<file path="config.mk">
export PLATFORM = sky130hd
export DESIGN_NAME = pipe_arbiter
export DESIGN_NICKNAME = d
export VERILOG_FILES = /design/src/rtl/pipe_arb_pkg.sv /design/src/rtl/pipe_arbiter_tag_delay_line.sv /design/src/rtl/pipe_arbiter.sv
export SDC_FILE = /design/constraint.sdc
export NUM_CORES = 1
export LEC_CHECK = 0
export CORE_UTILIZATION = 34
export DETAILED_ROUTE_END_ITERATION = 16
export GPL_TIMING_DRIVEN = 0
export PLACE_DENSITY_LB_ADDON = 0.1
export SYNTH_ARGS = -nofsm -noshare
export SYNTH_HDL_FRONTEND = slang
export SYNTH_HIERARCHICAL = 1
export SYNTH_SLANG_ARGS = --single-unit
</file>
<file path="constraint.sdc">
create_clock -name clk_in -period 1.6 [get_ports clk_in]
set_clock_uncertainty 0.05 [all_clocks]
set_input_delay 0.16 -clock clk_in [delete_from_list [all_inputs] [get_ports clk_in]]
set_output_delay 0.16 -clock clk_in [all_outputs]
set_load 0.02 [all_outputs]
</file>
<file path="src/rtl/pipe_arb_pkg.sv">
// Shared types for the pipelined round-robin arbiter: requester ID width and
// the tag that travels alongside each issue through the shared datapath.
package pipe_arb_pkg;

  localparam int MAX_REQ = 8;
  localparam int ID_W    = $clog2(MAX_REQ);

  typedef logic [ID_W-1:0] req_id_t;

  typedef struct packed {
    logic    valid;
    req_id_t id;
  } arb_tag_t;

endpackage

</file>
<file path="src/rtl/pipe_arbiter_tag_delay_line.sv">
// Fixed-length tag shift register running in lockstep with the shared datapath.
// It never stalls; a synchronous clear invalidates every stage at once.
module tag_delay_line
  import pipe_arb_pkg::*;
#(
  parameter int LATENCY = 3
) (
  input  logic     clk,
  input  logic     rst,
  input  logic     clear,
  input  arb_tag_t tag,
  output arb_tag_t tail
);

  arb_tag_t stages [LATENCY];

  always_ff @(posedge clk or posedge rst) begin
    if (rst) begin
      for (int k = 0; k < LATENCY; k++) stages[k] <= '0;
    end else if (clear) begin
      for (int k = 0; k < LATENCY; k++) stages[k] <= '0;
    end else begin
      stages[0] <= tag;
      for (int k = 1; k < LATENCY; k++) stages[k] <= stages[k-1];
    end
  end

  assign tail = stages[LATENCY-1];

endmodule

</file>
<file path="src/rtl/pipe_arbiter.sv">
// Round-robin arbiter sharing one fixed-latency datapath among NUM_REQ requesters,
// routing each result back by ID tag. Optional occupancy counter: PIPE_ARB_OCCUPANCY_EN.
module pipe_arbiter
  import pipe_arb_pkg::*;
#(
  parameter int NUM_REQ = 4,
  parameter int DATA_W  = 16,
  parameter int LATENCY = 3
) (
  input  logic                            clk_in,
  input  logic                            rst_in,
  input  logic [NUM_REQ-1:0]              req_valid_in,
  input  logic [NUM_REQ-1:0][DATA_W-1:0]  req_data_in,
  output logic [NUM_REQ-1:0]              req_ready_out,
  input  logic                            flush_in,
  output logic                            pipe_valid_out,
  output logic [DATA_W-1:0]               pipe_data_out,
  input  logic [DATA_W-1:0]               pipe_result_in,
  output logic [NUM_REQ-1:0]              resp_valid_out,
  output logic [DATA_W-1:0]               resp_data_out
`ifdef PIPE_ARB_OCCUPANCY_EN
  ,
  output logic [$clog2(LATENCY+2)-1:0]    occupancy_out
`endif
);

  if (NUM_REQ > MAX_REQ || NUM_REQ < 2) begin : g_bad_num_req
    $error("pipe_arbiter: NUM_REQ must be within 2..MAX_REQ");
  end
  if (LATENCY < 1) begin : g_bad_latency
    $error("pipe_arbiter: LATENCY must be at least 1");
  end

  req_id_t            rr_ptr;
  req_id_t            grant_id;
  req_id_t            next_ptr;
  req_id_t            issue_id;
  logic               accept;
  logic               found;
  logic [DATA_W-1:0]  sel_data;
  arb_tag_t           issue_tag;
  arb_tag_t           last_tag;

  // Search from rr_ptr upward with wrap; a flush cycle grants nobody.
  always_comb begin
    req_ready_out = '0;
    grant_id      = '0;
    found         = 1'b0;
    if (!flush_in) begin
      for (int k = 0; k < NUM_REQ; k++) begin
        for (int j = 0; j < NUM_REQ; j++) begin
          if (!found && req_valid_in[j] && ((int'(rr_ptr) + k) % NUM_REQ == j)) begin
            req_ready_out[j] = 1'b1;
            grant_id         = req_id_t'(j);
            found            = 1'b1;
          end
        end
      end
    end
  end

  always_comb begin
    sel_data = '0;
    for (int j = 0; j < NUM_REQ; j++) begin
      if (req_ready_out[j]) sel_data = req_data_in[j];
    end
  end

  assign accept   = |(req_valid_in & req_ready_out);
  assign next_ptr = (int'(grant_id) == NUM_REQ - 1) ? '0 : req_id_t'(int'(grant_id) + 1);

  always_ff @(posedge clk_in or posedge rst_in) begin
    if (rst_in) begin
      rr_ptr         <= '0;
      pipe_valid_out <= 1'b0;
      pipe_data_out  <= '0;
      issue_id       <= '0;
    end else begin
      pipe_valid_out <= accept;
      if (accept) begin
        pipe_data_out <= sel_data;
        issue_id      <= grant_id;
        rr_ptr        <= next_ptr;
      end
    end
  end

  // The tag enters the chain alongside the issue strobe, so its tail lines up with the result.
  assign issue_tag = '{valid: pipe_valid_out, id: issue_id};

  tag_delay_line #(
    .LATENCY (LATENCY)
  ) u_tags (
    .clk   (clk_in),
    .rst   (rst_in),
    .clear (flush_in),
    .tag   (issue_tag),
    .tail  (last_tag)
  );

  always_comb begin
    resp_valid_out = '0;
    for (int j = 0; j < NUM_REQ; j++) begin
      if (last_tag.valid && int'(last_tag.id) == j) resp_valid_out[j] = 1'b1;
    end
  end

  assign resp_data_out = pipe_result_in;

`ifdef PIPE_ARB_OCCUPANCY_EN
  localparam int OCC_W = $clog2(LATENCY + 2);

  logic [OCC_W-1:0] occ_cnt;

  always_ff @(posedge clk_in or posedge rst_in) begin
    if (rst_in) begin
      occ_cnt <= '0;
    end else if (flush_in) begin
      occ_cnt <= '0;
    end else if (accept && !last_tag.valid) begin
      occ_cnt <= occ_cnt + OCC_W'(1);
    end else if (!accept && last_tag.valid) begin
      occ_cnt <= occ_cnt - OCC_W'(1);
    end
  end

  assign occupancy_out = occ_cnt;
`endif

endmodule

</file>
Word level (Yosys, flattened, before mapping). Cells that the tools add are included. Widths: inputs -> output; s select.

$add $sub $neg: 4. Equality and inequality tests: 16. Mux-type cells: 72. Bitwise gates (word level): 4. Reduce and logical (&&, ||, !) cells: 59.

Operators with widths (count): $logic_not 32->1 (4); $mux 16 (4); $mux 1 (50); $mux 3 (15); $logic_and 1x1->1 (35); $eq 3x3->1 const B (9); $logic_not 1->1 (15); $eq 3x2->1 const B (4); $mux 12 (1); $reduce_or 2->1 (3); $add 2x1->2 const B (2); $add 2x2->2 const B (2); $and 4x4->4 (1); $eq 2x2->1 const B (2); $mux 4 (1); $reduce_or 4->1 (1); $and 1x1->1 const A (3); $logic_not 3->1 (1); $eq 2x1->1 const B (1); $mux 2 (1).

Register bits: 34. Input port bits: 87. Output and inout bits: 41.

Logic depth before layout (Yosys ltp). Gate-level depths: netlist of run 1.

Depth after elaboration: 83. Mapped depth: 9. Gate-level depth less buffers: 7.

Modules after synthesis. The synthesis of run 1 kept the hierarchy.

Modules (own cells, without submodules): pipe_arbiter (instances 1, cells each 173, area an instance 1611.5 µm²); tag_delay_line (instances 1, cells each 30, area an instance 460.4 µm²).

Worst setup path after synthesis of run 1. OpenSTA, ideal clock, no wires.

Kind: register to register. Start: reg rr_ptr[0]. End: reg issue_id[1]. Arrival: 1.492 ns. Setup slack: -0.066 ns. Cell stages (with the launch flop): 7. Path buffers: 1. Clock period less this slack: 1.666 ns. Cell sequence: dfrtp_1 > buf_6 > nor2b_1 > o21ba_1 > o21ai_2 > nor2_2 > a211o_1.

Elaborated cells between the ends (all ways): 134. Classes of those cells: 3 x add/sub; 12 x eq/ne; 61 x mux; 4 x bitwise; 54 x reduce/logical.

RTL lines: start, declared (line pipe_arbiter.sv:34) `req_id_t rr_ptr;`; start signal, assigned (line pipe_arbiter.sv:83) `rr_ptr <= next_ptr;`; $logic_not 32->1 (line pipe_arbiter.sv:52) `if (!found && req_valid_in[j] && ((int'(rr_ptr) + k) % NUM_REQ == j)) begin`; $logic_and 1x1->1 (line pipe_arbiter.sv:52); $mux 1 (line pipe_arbiter.sv:52); $mux 1 (line pipe_arbiter.sv:49) `if (!flush_in) begin`; $logic_not 1->1 (line pipe_arbiter.sv:52); $logic_and 1x1->1 (2 in a row) (line pipe_arbiter.sv:52); $mux 1 (line pipe_arbiter.sv:52); $mux 1 (line pipe_arbiter.sv:49); (+59 left out); $mux 1 (line pipe_arbiter.sv:49); $logic_not 1->1 (line pipe_arbiter.sv:52); $logic_and 1x1->1 (2 in a row) (line pipe_arbiter.sv:52); $mux 1 * (line pipe_arbiter.sv:52); $mux 4 * (line pipe_arbiter.sv:49); net req_ready_out[2] (line pipe_arbiter.sv:14) `output logic [NUM_REQ-1:0] req_ready_out,`; $and 4x4->4 * (line pipe_arbiter.sv:69) `assign accept = |(req_valid_in & req_ready_out);`; $reduce_or 4->1 * (line pipe_arbiter.sv:69); end signal, assigned (line pipe_arbiter.sv:82) `issue_id <= grant_id;`; end, declared (line pipe_arbiter.sv:37) `req_id_t issue_id;`.

The timed path passes the listed nets; every way through them passes the cells marked *. The select of a mux whose other input is x is not followed. A chain may end at the register's enable or synchronous reset.

Worst setup path in the final report of run 1.
Start: reg rr_ptr[1]. End: reg pipe_data_out[14].

Cells in the longest elaborated chain, start to end: 81. Elaborated cells between the ends (all ways): 123. Classes of those cells: 3 x add/sub; 12 x eq/ne; 50 x mux; 4 x bitwise; 54 x reduce/logical.

Ends and longest elaborated chain: $logic_not 32->1 (line pipe_arbiter.sv:52); $logic_and 1x1->1 (line pipe_arbiter.sv:52); $mux 1 (line pipe_arbiter.sv:52); $mux 1 (line pipe_arbiter.sv:49); $logic_not 1->1 (line pipe_arbiter.sv:52); $logic_and 1x1->1 (2 in a row) (line pipe_arbiter.sv:52); $mux 1 (line pipe_arbiter.sv:52); $mux 1 (line pipe_arbiter.sv:49); (+63 left out); $mux 1 (line pipe_arbiter.sv:52); $mux 1 (line pipe_arbiter.sv:49); $logic_not 1->1 (line pipe_arbiter.sv:52); $logic_and 1x1->1 (2 in a row) (line pipe_arbiter.sv:52); $mux 1 (line pipe_arbiter.sv:52); $mux 4 * (line pipe_arbiter.sv:49); $and 4x4->4 (line pipe_arbiter.sv:69); $reduce_or 4->1 (line pipe_arbiter.sv:69); end signal, assigned (line pipe_arbiter.sv:81) `pipe_data_out <= sel_data;`; end, declared (line pipe_arbiter.sv:17) `output logic [DATA_W-1:0] pipe_data_out,`.

Every way passes the cells marked *; elsewhere a longest branch is shown, timed or not. The select of a mux whose other input is x is not followed.

==> impl_metrics.tcl, run 1 <==
set metrics [dict create \
    final-hold-violation-count 0 \
    cp_slowest_stage_delay_ns 0.38 \
    fin_cells 415 \
    placeableCoreArea_um2 5886 \
    start_util_pct 35.20 \
    clock_power_share_pct 17.4 \
    cts.sinks 33 \
    setup_viol 20 \
    min_path_type "primary input to asynchronous set/reset pin" \
    cp_slowest_cell "dfrtp_1" \
    ys_seq_area_share_pct 39.86 \
    cts_buffers 5 \
    switching_share_pct 34.83 \
    fmax_ghz 0.5599 \
    p_leak_uw 0.001582 \
    htreeDepth 2 \
    path_clk_slew_ns 0.07 \
    synth_area_leader_cell "dfrtp_1" \
    slew_headroom_pct 43.53 \
    n_fill_cell 502 \
    grt_max_degree 22 \
    die_area_um2 6410 \
    io_buffers 110 \
    multi_input_area_um2 1185 \
    outcome "finished with violations" \
    viasPerCell 5.137 \
    die_x_um 80.07 \
    grt_setup_unrepaired "yes" \
    wire_per_inst_um 15.85 \
    ant_nets 0 \
    cts_hold_buffers 0 \
    dr.pass1.iters 4 \
    antenna_found_initial 0 \
    synth_edf_count 0 \
    failed_checks "negative setup slack" \
    pre_cts_slack_ns -0.8362 \
    min_period_over_period_pct 111.6 \
    placedInstanceArea_um2 3287 \
    ys.flop_type "dfrtp_1" \
    criticalPathCategory "register to register" \
    yosys_warnings 6 \
    synth_commonest_cells "33 x dfrtp_1, 20 x buf_4, 17 x nand2_1" \
    post-route-drc-count 0 \
    peakVddDrop_mv 0.4197 \
    cp.required_ns 1.72 \
    grt_overflow_total 0 \
    cp_top_family "compound AO/OA/AOI/OAI gates" \
    synthesis.area_um2 2072 \
    post_synth.cell_area_avg_um2 10.21 \
    worstPathArrival_ns 1.91 \
    synthArstFlopShare_pct 100.0 \
    grtUsageTotal_pct 20.06 \
    via_count 2132 \
    cp_max_fo 10 \
    hpwl_um 4669 \
    grt_pass1_wl_um 9846 \
    switchingPower_uw 1221 \
    drv_slew 0 \
    fin_area_um2 3789 \
    drive_gt1_share_pct 36.47 \
    p_comb_share_pct 52.0 \
    synth_top_area_share_pct 39.86 \
    syn_nets 290 \
    critPathBufInv 3 \
    ys_top_cells_by_area "dfrtp_1 40%, buf_4 7.2%, a221oi_1 5.5%, buf_6 4.3%, a2bb2oi_1 3.4%" \
    synth.most_common_cell "dfrtp_1" \
    ios 128 \
    maxCapViolCount 0 \
    diodes 0 \
    worst_slew_pin_slew_ns 0.8462 \
    drt_iter0_markers 42 \
    cp_cell_sequence "buf_6 -> buf_4 -> a2bb2oi_2 -> o22ai_2 -> and2_4 -> buf_12 -> a221oi_2 -> o21ai_1" \
    cts_root_buf "clkbuf_8" \
    routed_wl_um 6576 \
    syn2layout_area_growth_pct 82.85 \
    fin_crit_ns 1.786 \
    seq_area_um2 827.0 \
    die_h_um 80.07 \
    row_count 28 \
    p_per_area_nw_per_um2 925.6 \
    placedCellCount 388 \
    finalWeightedCongestion 0.7881 \
    timing.final.ws_setup_ns -0.1860 \
    cp-end-kind "register" \
    yosys_register_bits 33 \
    synth.distinct_cells 44 \
    synth_cells 203 \
    internal-power_uw 2285 \
    worstSkewPairLatency_ns 0.28 \
    critPathLaunchType "register" \
    pwr-share-seq_pct 30.6 \
    clock_path_buffers 2 \
    grt_pass1_vias 2106 \
    cts_tree "built" \
    nets 426 \
]
## kinds of logic after synthesis
family                 after synthesis  share of synthesized area (%)
AOI/OAI and AO/OA                   80                          31.28
other                                1                         0.1810
buffers and inverters               41                          14.19
and+or+nand+nor                     48                          14.49
DFF                                 33                          39.85
## state kept, by name, indices dropped and copies added (netlist names)
| name | cells |
|---|---|
| rr_ptr | 2 |
| pipe_valid_out | 1 |
| pipe_data_out | 16 |
| issue_id | 2 |
| u_tags/tail | 4 |
| u_tags/stages | 8 |
## per-layer routing
layer | global-route usage (%) | share of wire [%]
met5 | 0 | 0
met4 | 5.357 | 1.4
met3 | 4.091 | 6.8
met2 | 35.04 | 49
met1 | 25.00 | 43
## placed cells by master, fill, tap and decap left out, drive strengths merged, types with 2 or more instances in the layout
cell / count
nor2: 10
nor4bb: 2
a21oi: 3
o2bb2ai: 8
clkbuf: 8
a211o: 2
o21ai: 18
buf: 59
inv: 5
o211ai: 8
o31ai: 8
and2b: 2
nor2b: 11
o21a: 2
o21ba: 2
clkdlybuf4s50: 98
a2bb2oi: 8
nand2: 17
clkinv: 2
dfrtp: 33
dlygate4sd2: 4
a221oi: 16
## area by class of cell
| type | count | share of cell area [%] |
|---|---|---|
| inverters | 5 | 0.4954 |
| plain buffers | 34 | 7.926 |
| clock buffers | 5 | 1.816 |
| well taps | 75 | 2.477 |
| repair buffers | 131 | 33.72 |
| clock inverters | 3 | 0.4624 |
| flip-flops and latches | 33 | 21.83 |
| multi-input cells | 129 | 31.27 |
## repair_timing
| action | 4_1_cts | 5_1_grt |
|---|---|---|
| pin swaps | 17 | 8 |
| buffers inserted | 12 | 8 |
| endpoints found under the hold margin | 0 | 0 |
| gates resized for setup | 79 | 22 |
| setup endpoints to repair | 28 | 26 |
| gates cloned | 0 | 1 |
## power by group through the flow
stage | Sequential (uW) | Clock (uW) | Combinational, uW
finish | 1070 | 610 | 1820
global route | 1090 | 651 | 1940
CTS | 1070 | 616 | 1690
detailed placement | 1080 | 0 | 1450
global placement | 1080 | 0 | 1440
floorplan | 1210 | 0 | 697
## path summary, 6_finish.rpt
kind | startpoint | slack [ns] | to | cells after the start
max | rr_ptr[1] | -0.19 | pipe_data_out[14] | 8
min | rst_in | 0.16 | u_tags/tail[0] | 2
max reg2reg | rr_ptr[1] | -0.19 | pipe_data_out[14] | 8
min reg2reg | u_tags/stages[6] | 0.41 | u_tags/tail[2] | 1
max in group asynchronous | rst_in | 0.58 | rr_ptr[0] | 2
min in group clk_in | req_valid_in[2] | 0.29 | issue_id[1] | 4
## through the flow
stage               hold slack, ns  utilization (%)  power (uW)  setup TNS (ns)
global route                0.2133            64.37        3681          -4.275
floorplan                 -0.02530                -        1907         -0.3223
detailed placement          0.3941            55.85        2533          -12.69
finish                      0.1564            64.37        3507          -2.886
global placement            0.3920            55.85        2514          -12.13
CTS                         0.1792            61.86        3369          -1.931
(Power assumes the default switching activity.)
==> inputs of run 2 (changes only) <==
--- a/config.mk
+++ b/config.mk
@@ -5,10 +5,11 @@
 export SDC_FILE = /design/constraint.sdc
 export NUM_CORES = 1
 export LEC_CHECK = 0
-export CORE_UTILIZATION = 34
+export CORE_UTILIZATION = 37
 export DETAILED_ROUTE_END_ITERATION = 16
 export GPL_TIMING_DRIVEN = 0
 export PLACE_DENSITY_LB_ADDON = 0.1
+export SLEW_MARGIN = 30
 export SYNTH_ARGS = -nofsm -noshare
 export SYNTH_HDL_FRONTEND = slang
 export SYNTH_HIERARCHICAL = 1
==> constraint.sdc (replaced) <==
create_clock -name clk_in -period 1.9 [get_ports clk_in]
set_clock_uncertainty 0.05 [all_clocks]
set_input_delay 0.19 -clock clk_in [delete_from_list [all_inputs] [get_ports clk_in]]
set_output_delay 0.19 -clock clk_in [all_outputs]
set_load 0.02 [all_outputs]
==> run 2 against run 1 <==
  * The run now ends clean
  * Register-to-register slack improved by 0.27 ns
  * Sequential power decreased by 16%
  * Largest cell class unchanged
  * Power decreased by 19%
  * Sequential cell count unchanged
  * Setup slack improved by 0.24 ns
  * Critical path type is now register to output port
  * Sequential share of layout area increased by 1.9 points
  * Worst hold slack improved by 0.029 ns
  * Cell count decreased by 5.1%
  * Final area decreased by 8.1%
  * Non-clock buffer count decreased by 16
  * Global-route usage increased by 0.60 points
==> impl_metrics.tcl, run 2 (synthesis gave the netlist of run 1 again) <==
set metrics [dict create \
    outcome "completed" \
    via_count 2021 \
    ios 128 \
    viasPerCell 5.129 \
    cts_root_buf "clkbuf_8" \
    ff2ff_path_depth 8 \
    fin_crit_ns 1.841 \
    post-route-drc-count 0 \
    syn2layout_area_growth_pct 68.12 \
    maxCapViolCount 0 \
    clock_path_buffers 2 \
    seq_area_um2 825.8 \
    path_clk_slew_ns 0.07 \
    cp_slowest_cell "dfrtp_1" \
    r2r_end "pipe_data_out[7]" \
    htreeDepth 2 \
    grtUsageTotal_pct 20.67 \
    grt_setup_unrepaired "no" \
    critPathLaunchType "register" \
    grt_overflow_total 0 \
    placeableCoreArea_um2 5238 \
    start_util_pct 39.56 \
    nets 410 \
    diodes 0 \
    setup_viol 0 \
    worst_slew_pin_slew_ns 0.8311 \
    dr.pass1.iters 4 \
    cts_buffers 5 \
    cts.sinks 33 \
    multi_input_area_um2 1032 \
    antenna_found_initial 0 \
    drv_slew 0 \
    cp_cell_sequence "buf_6 -> a2bb2oi_1 -> o22ai_1 -> and3_2 -> dlygate4sd2_1" \
    top_register "pipe_data_out" \
    final_common_cell "clkdlybuf4s50_1" \
    worstPathArrival_ns 1.60 \
    cp_max_fo 8 \
    cp_slowest_stage_delay_ns 0.38 \
    critPathBufInv 2 \
    grt_pass1_vias 2045 \
    min_path_type "primary input to asynchronous set/reset pin" \
    die_x_um 76.83 \
    drive_gt1_share_pct 25.93 \
    worstSkewPairLatency_ns 0.28 \
    die_h_um 76.83 \
    peakVddDrop_mv 0.3396 \
    criticalPathCategory "register to output port" \
    io_buffers 110 \
    cp_num_cells 5 \
    min_period_over_period_pct 96.91 \
    hpwl_um 4542 \
    n_fill_cell 430 \
    cts_tree "built" \
    cp-end-kind "output port" \
    slew_headroom_pct 44.53 \
    largest_reg_flops 16 \
    finalWeightedCongestion 0.7571 \
    grt_pass1_wl_um 9639 \
    drt_iter0_markers 55 \
    final_util_pct 66.51 \
    cp.required_ns 1.66 \
    grt_max_degree 22 \
    fmax_ghz 0.5431 \
    wire_per_inst_um 15.02 \
    row_count 26 \
    final-hold-violation-count 0 \
    ant_nets 0 \
    regToRegStartpoint "rr_ptr[0]" \
    p_per_area_nw_per_um2 817.2 \
    die_area_um2 5903 \
    r2r_slack_ns 0.08 \
    totalPowerFinal_uw 2847 \
    routed_wl_um 5919 \
    p_leak_uw 0.001470 \
    cp_top_family "buffers and inverters" \
    mostFrequentLayoutCells "100 x clkdlybuf4s50_1, 33 x dfrtp_1, 23 x buf_4" \
]
==> run 2: per-layer routing <==
| layer | global-route usage (%) | up-vias | routed length [um] |
|---|---|---|---|
| met5 | 0 | - | 0 |
| met4 | 5.962 | 0 | 99 |
| met3 | 4.167 | 9 | 446 |
| met2 | 34.73 | 104 | 2792 |
| met1 | 26.66 | 937 | 2581 |
| li1 | - | 971 | - |
==> run 2: repair_timing <==
action,in CTS,in global routing
hold buffers,0,0
pin swaps,2,4
endpoints found under the setup margin,7,19
resized for setup,21,21
buffers inserted,2,1
==> run 2: report_power, final <==
| group | switching (uW) | total, uW | internal (uW) | leakage, uW |
|---|---|---|---|---|
| clock | 254 | 682 | 428 | 0.0000585 |
| combinational | 603 | 1270 | 665 | 0.000990 |
| sequential | 64.7 | 897 | 832 | 0.000421 |
==> run 2: final cells by class <==
type / instances / area share (%)
buffer: 36 / 8.226
multi-input combinational: 129 / 29.63
inverter: 5 / 0.5388
clock buffer: 7 / 2.478
timing repair buffer: 113 / 32.04
sequential: 33 / 23.71
clock inverter: 1 / 0.8621
tap: 70 / 2.514
==> run 2: worst max path at each step <==
stage	from	to	slack, ns
2_1_floorplan	rr_ptr[0]	issue_id[1]	0.23
3_3_place_gp	req_valid_in[1]	req_ready_out[3]	-0.57
3_5_place_dp	req_valid_in[1]	req_ready_out[3]	-0.56
4_1_cts	req_valid_in[3]	req_ready_out[1]	-0.0005
5_1_grt	rr_ptr[0]	pipe_data_out[9]	0.0006
6_report	rr_ptr[0]	req_ready_out[0]	0.06
==> run 2: metrics by stage <==
step           setup TNS [ns]  std cells  setup WS [ns]  hold WS [ns]  cell area, um^2
2_1_floorplan               0        203         0.2342      0.004699             2072
3_3_place_gp           -5.317        383        -0.5687        0.3912             3261
3_5_place_dp           -5.505        383        -0.5616        0.3955             3261
4_1_cts            -0.0005079        393     -0.0005079        0.1967             3405
5_1_grt                     0        394      0.0005866        0.2458             3483
6_report                    0        394        0.05880        0.1854             3483
==> patch 1, RTL diff (settings of run 2) <==
Change the parameter `DATA_W` from 16 to 18.
--- a/src/rtl/pipe_arbiter.sv
+++ b/src/rtl/pipe_arbiter.sv
@@ -4,7 +4,7 @@
   import pipe_arb_pkg::*;
 #(
   parameter int NUM_REQ = 4,
-  parameter int DATA_W  = 16,
+  parameter int DATA_W  = 18,
   parameter int LATENCY = 3
 ) (
   input  logic                            clk_in,
Ports: changed (resized pipe_data_out, pipe_result_in, req_data_in and resp_data_out); port bits go from 128 to 142. No check against the original RTL was run, so the function may have changed too.
==> patch 1 against run 2 <==
  * Setup slack got worse by 0.028 ns
  * Hold slack improved by 0.032 ns
  * Non-clock buffer count rose by 21
  * Wire length rose by 18%
  * Design area rose by 11%
  * Core utilization fell by 1.8 points
  * Sequential cell count rose by 2
  * Area after synthesis rose by 12%
  * Total power rose by 20%
  * Global-route usage rose by 0.49 points
==> patch 1: results <==
export IMPL_p_seq_share_pct=30.4
export IMPL_ys_async_sr_fraction_pct=100
export IMPL_cts_made_buffers=5
export IMPL_syn_area_per_cell_um2=9.85
export IMPL_synthTopCellsByCount="35 x dfrtp_1, 24 x buf_4, 23 x nand2_1"
export IMPL_period_needed_ns=1.87
export IMPL_min_path_type="input port to async pin"
export IMPL_post_place_ws_ns=-0.799
export IMPL_p_int_uw=2140
export IMPL_cpPeakStageDelay_ns=0.42
export IMPL_diodes=0
export IMPL_largest_reg_flops=18
export IMPL_portBuffers=121
export IMPL_arrival_ns=1.63
export IMPL_reg2reg_slack_ns=0.03
export IMPL_placed_area_um2=3630
export IMPL_placed_cells=432
export IMPL_critPathSlowestCell="dfrtp_1"
export IMPL_grt_total_usage_pct=21.2
export IMPL_drive_above_1_share_pct=29.9
export IMPL_syn_num_nets=333
export IMPL_worstMarginPinSlew_ns=0.513
export IMPL_finalNetCount=474
export IMPL_crit_fanout=5
export IMPL_grt_pass1_vias=2139
export IMPL_drt_iter0_markers=98
export IMPL_path_clk_slew_ns=0.07
export IMPL_power_density_nw_per_um2=885
export IMPL_leakagePower_uw=0.00168
export IMPL_irDropWorstVdd_mv=0.528
export IMPL_grt_start_max_net_pins=24
export IMPL_synth_distinct_cells=47
export IMPL_wl_per_cell_um=15.4
export IMPL_status="complete, no violations"
export IMPL_grt_pass1_wl_um=10400
export IMPL_yosysSeqAreaShare_pct=37.7
export IMPL_synthTopCellsByArea="dfrtp_1 38%, buf_4 7.8%, a221oi_2 3.9%"
export IMPL_place_hpwl_um=5110
export IMPL_hold_ws_ns=0.217
export IMPL_vias=2282
export IMPL_drt_total_wl_um=6960
export IMPL_gp_congestion=0.816
export IMPL_pwr_share_clk_pct=15.5
-- patch 1: what timing repair did --
item,CTS,global route
pin swaps,6,6
cloned,0,1
buffers inserted,10,4
endpoints found under the setup margin,20,14
hold buffers,0,0
resized for setup,33,14
-- patch 1: area by class of cell --
type	instances	area (um2)
Clock buffer	6	72.6
Multi-Input combinational cell	149	1160
Timing Repair Buffer	136	1320
Tap cell	75	93.8
Sequential cell	35	877
Inverter	16	60.1
Buffer	34	280
Clock inverter	2	12.5
Fill cell	513	2120
-- patch 1: critical path, delay by kind of cell, from the launching register on --
| kind | cells | cell delay, ns |
|---|---|---|
| buf+inv | 3 | 0.43 |
| simple gates | 1 | 0.12 |
| compound gates | 2 | 0.38 |
| flops | 1 | 0.42 |
-- patch 1: worst paths after layout --
path | to | cells past startpoint | from
hold / removal | u_tags/stages[5] | 2 | rst_in
hold reg to reg | u_tags/tail[2] | 1 | u_tags/stages[6]
min in group clk_in | u_tags/tail[2] | 1 | u_tags/stages[6]
max in group asynchronous | rr_ptr[0] | 2 | rst_in
setup reg to reg | pipe_data_out[2] | 7 | rr_ptr[1]
setup / recovery | req_ready_out[0] | 6 | rr_ptr[1]
-- patch 1: layer usage --
layer | part of all wire [%] | up-vias | GRT usage (%)
li1 | - | 1099 | -
met1 | 41 | 1070 | 25.7
met2 | 50 | 106 | 36.9
met3 | 7.8 | 7 | 4.94
met4 | 1.3 | 0 | 5.89
met5 | 0 | - | 0
-- patch 1: logic make-up (layout without fill, tap and decap cells) --
kind of cell | Yosys count | count (layout) | share of synthesized area, %
simple gates | 69 | 69 | 17.4
buf+inv | 52 | 194 | 15.4
flops | 35 | 35 | 37.7
other cells | 1 | 1 | 0.161
compound gates | 79 | 79 | 29.4
==> patch 2, RTL diff (settings of run 2) <==
Without the edit above. Add a define of `PIPE_ARB_OCCUPANCY_EN`.
--- a/src/rtl/pipe_arbiter.sv
+++ b/src/rtl/pipe_arbiter.sv
@@ -1,5 +1,7 @@
 // Round-robin arbiter sharing one fixed-latency datapath among NUM_REQ requesters,
 // routing each result back by ID tag. Optional occupancy counter: PIPE_ARB_OCCUPANCY_EN.
+`define PIPE_ARB_OCCUPANCY_EN
+
 module pipe_arbiter
   import pipe_arb_pkg::*;
 #(
New outputs: occupancy_out. Check against the original RTL: not settled (the Yosys comparison gave no result); the edit may change what the design does.
==> patch 2 against run 2 <==
  * Total power fell by 1.8%
  * Design area rose by 7.4%
  * Setup slack got worse by 0.0019 ns
  * Wire length rose by 12%
  * Clock power rose by 0.7%
  * Largest power group unchanged
  * Sequential power rose by 5.7%
  * Sequential cell count rose by 3
  * Area after synthesis rose by 11%
  * Combinational power fell by 9%
==> patch 2: results <==
export IMPL_placed_area_um2=3520
export IMPL_layout_nonclk_buf_share_pct=39.4
export IMPL_reg2reg_to="pipe_data_out[15]"
export IMPL_dr_wl_met3_um=499
export IMPL_sw_frac_of_total_pct=32.8
export IMPL_synth_distinct_cells=48
export IMPL_critPathSlowestCell="dfrtp_2"
export IMPL_inverters=8
export IMPL_grt_pass1_vias=2161
export IMPL_p_seq_share_pct=33.9
export IMPL_worstMarginPinSlew_ns=0.547
export IMPL_yosysSeqAreaShare_pct=39.2
export IMPL_gp_congestion=0.798
export IMPL_p_clk_uw=687
export IMPL_met2WireLength_um=3320
export IMPL_synthTopCellsByCount="36 x dfrtp_1, 23 x nor2_1, 22 x buf_4"
export IMPL_status="complete, no violations"
export IMPL_synth_compound_area_share_pct=26.1
export IMPL_core_area_um2=5960
export IMPL_cts_sinks=36
export IMPL_crit_family="flip-flops"
export IMPL_cpPeakStageDelay_ns=0.47
export IMPL_synthXorXnorAreaFrac_pct=0.761
export IMPL_postCtsSetupRepairBufs=7
export IMPL_rr_worst_depth=7
export IMPL_fin_cells=443
export IMPL_drt_total_wl_um=6630
export IMPL_irDropWorstVdd_mv=0.459
export IMPL_finalNetCount=455
export IMPL_cts_resized_gates=47
export IMPL_regToRegStartpoint="rr_ptr[1]"
export IMPL_grt_total_usage_pct=20.9
export IMPL_grt_pass1_wl_um=10300
-- patch 2: cell types whose count changed in the layout (fill, tap and decap cells not counted), moves of 7 or more --
cell / run 2 / this run
a31oi_1: 0 / 16
o2bb2ai_1: 8 / 0
a2bb2oi_1: 8 / 1
a21oi_1: 0 / 18
buf_4: 23 / 30
o21ai_1: 13 / 2
nor2_1: 5 / 23
a221oi_2: 10 / 0
o31ai_1: 8 / 0
and3_1: 0 / 17
o211ai_1: 8 / 17
nand2_1: 17 / 1
a22oi_1: 0 / 16
-- patch 2: per-stage QoR --
stage / hold slack [ns] / utilization [%] / setup slack, ns / power, uW
2_1_floorplan: 0.00470 / - / -0.148 / 1560
3_5_place_dp: 0.399 / 59.0 / -0.909 / 2040
4_1_cts: 0.199 / 62.4 / 0.000912 / 2790
3_3_place_gp: 0.389 / 59.0 / -0.838 / 2030
5_1_grt: 0.227 / 62.8 / -0.0310 / 2950
6_report: 0.191 / 62.8 / 0.0569 / 2790
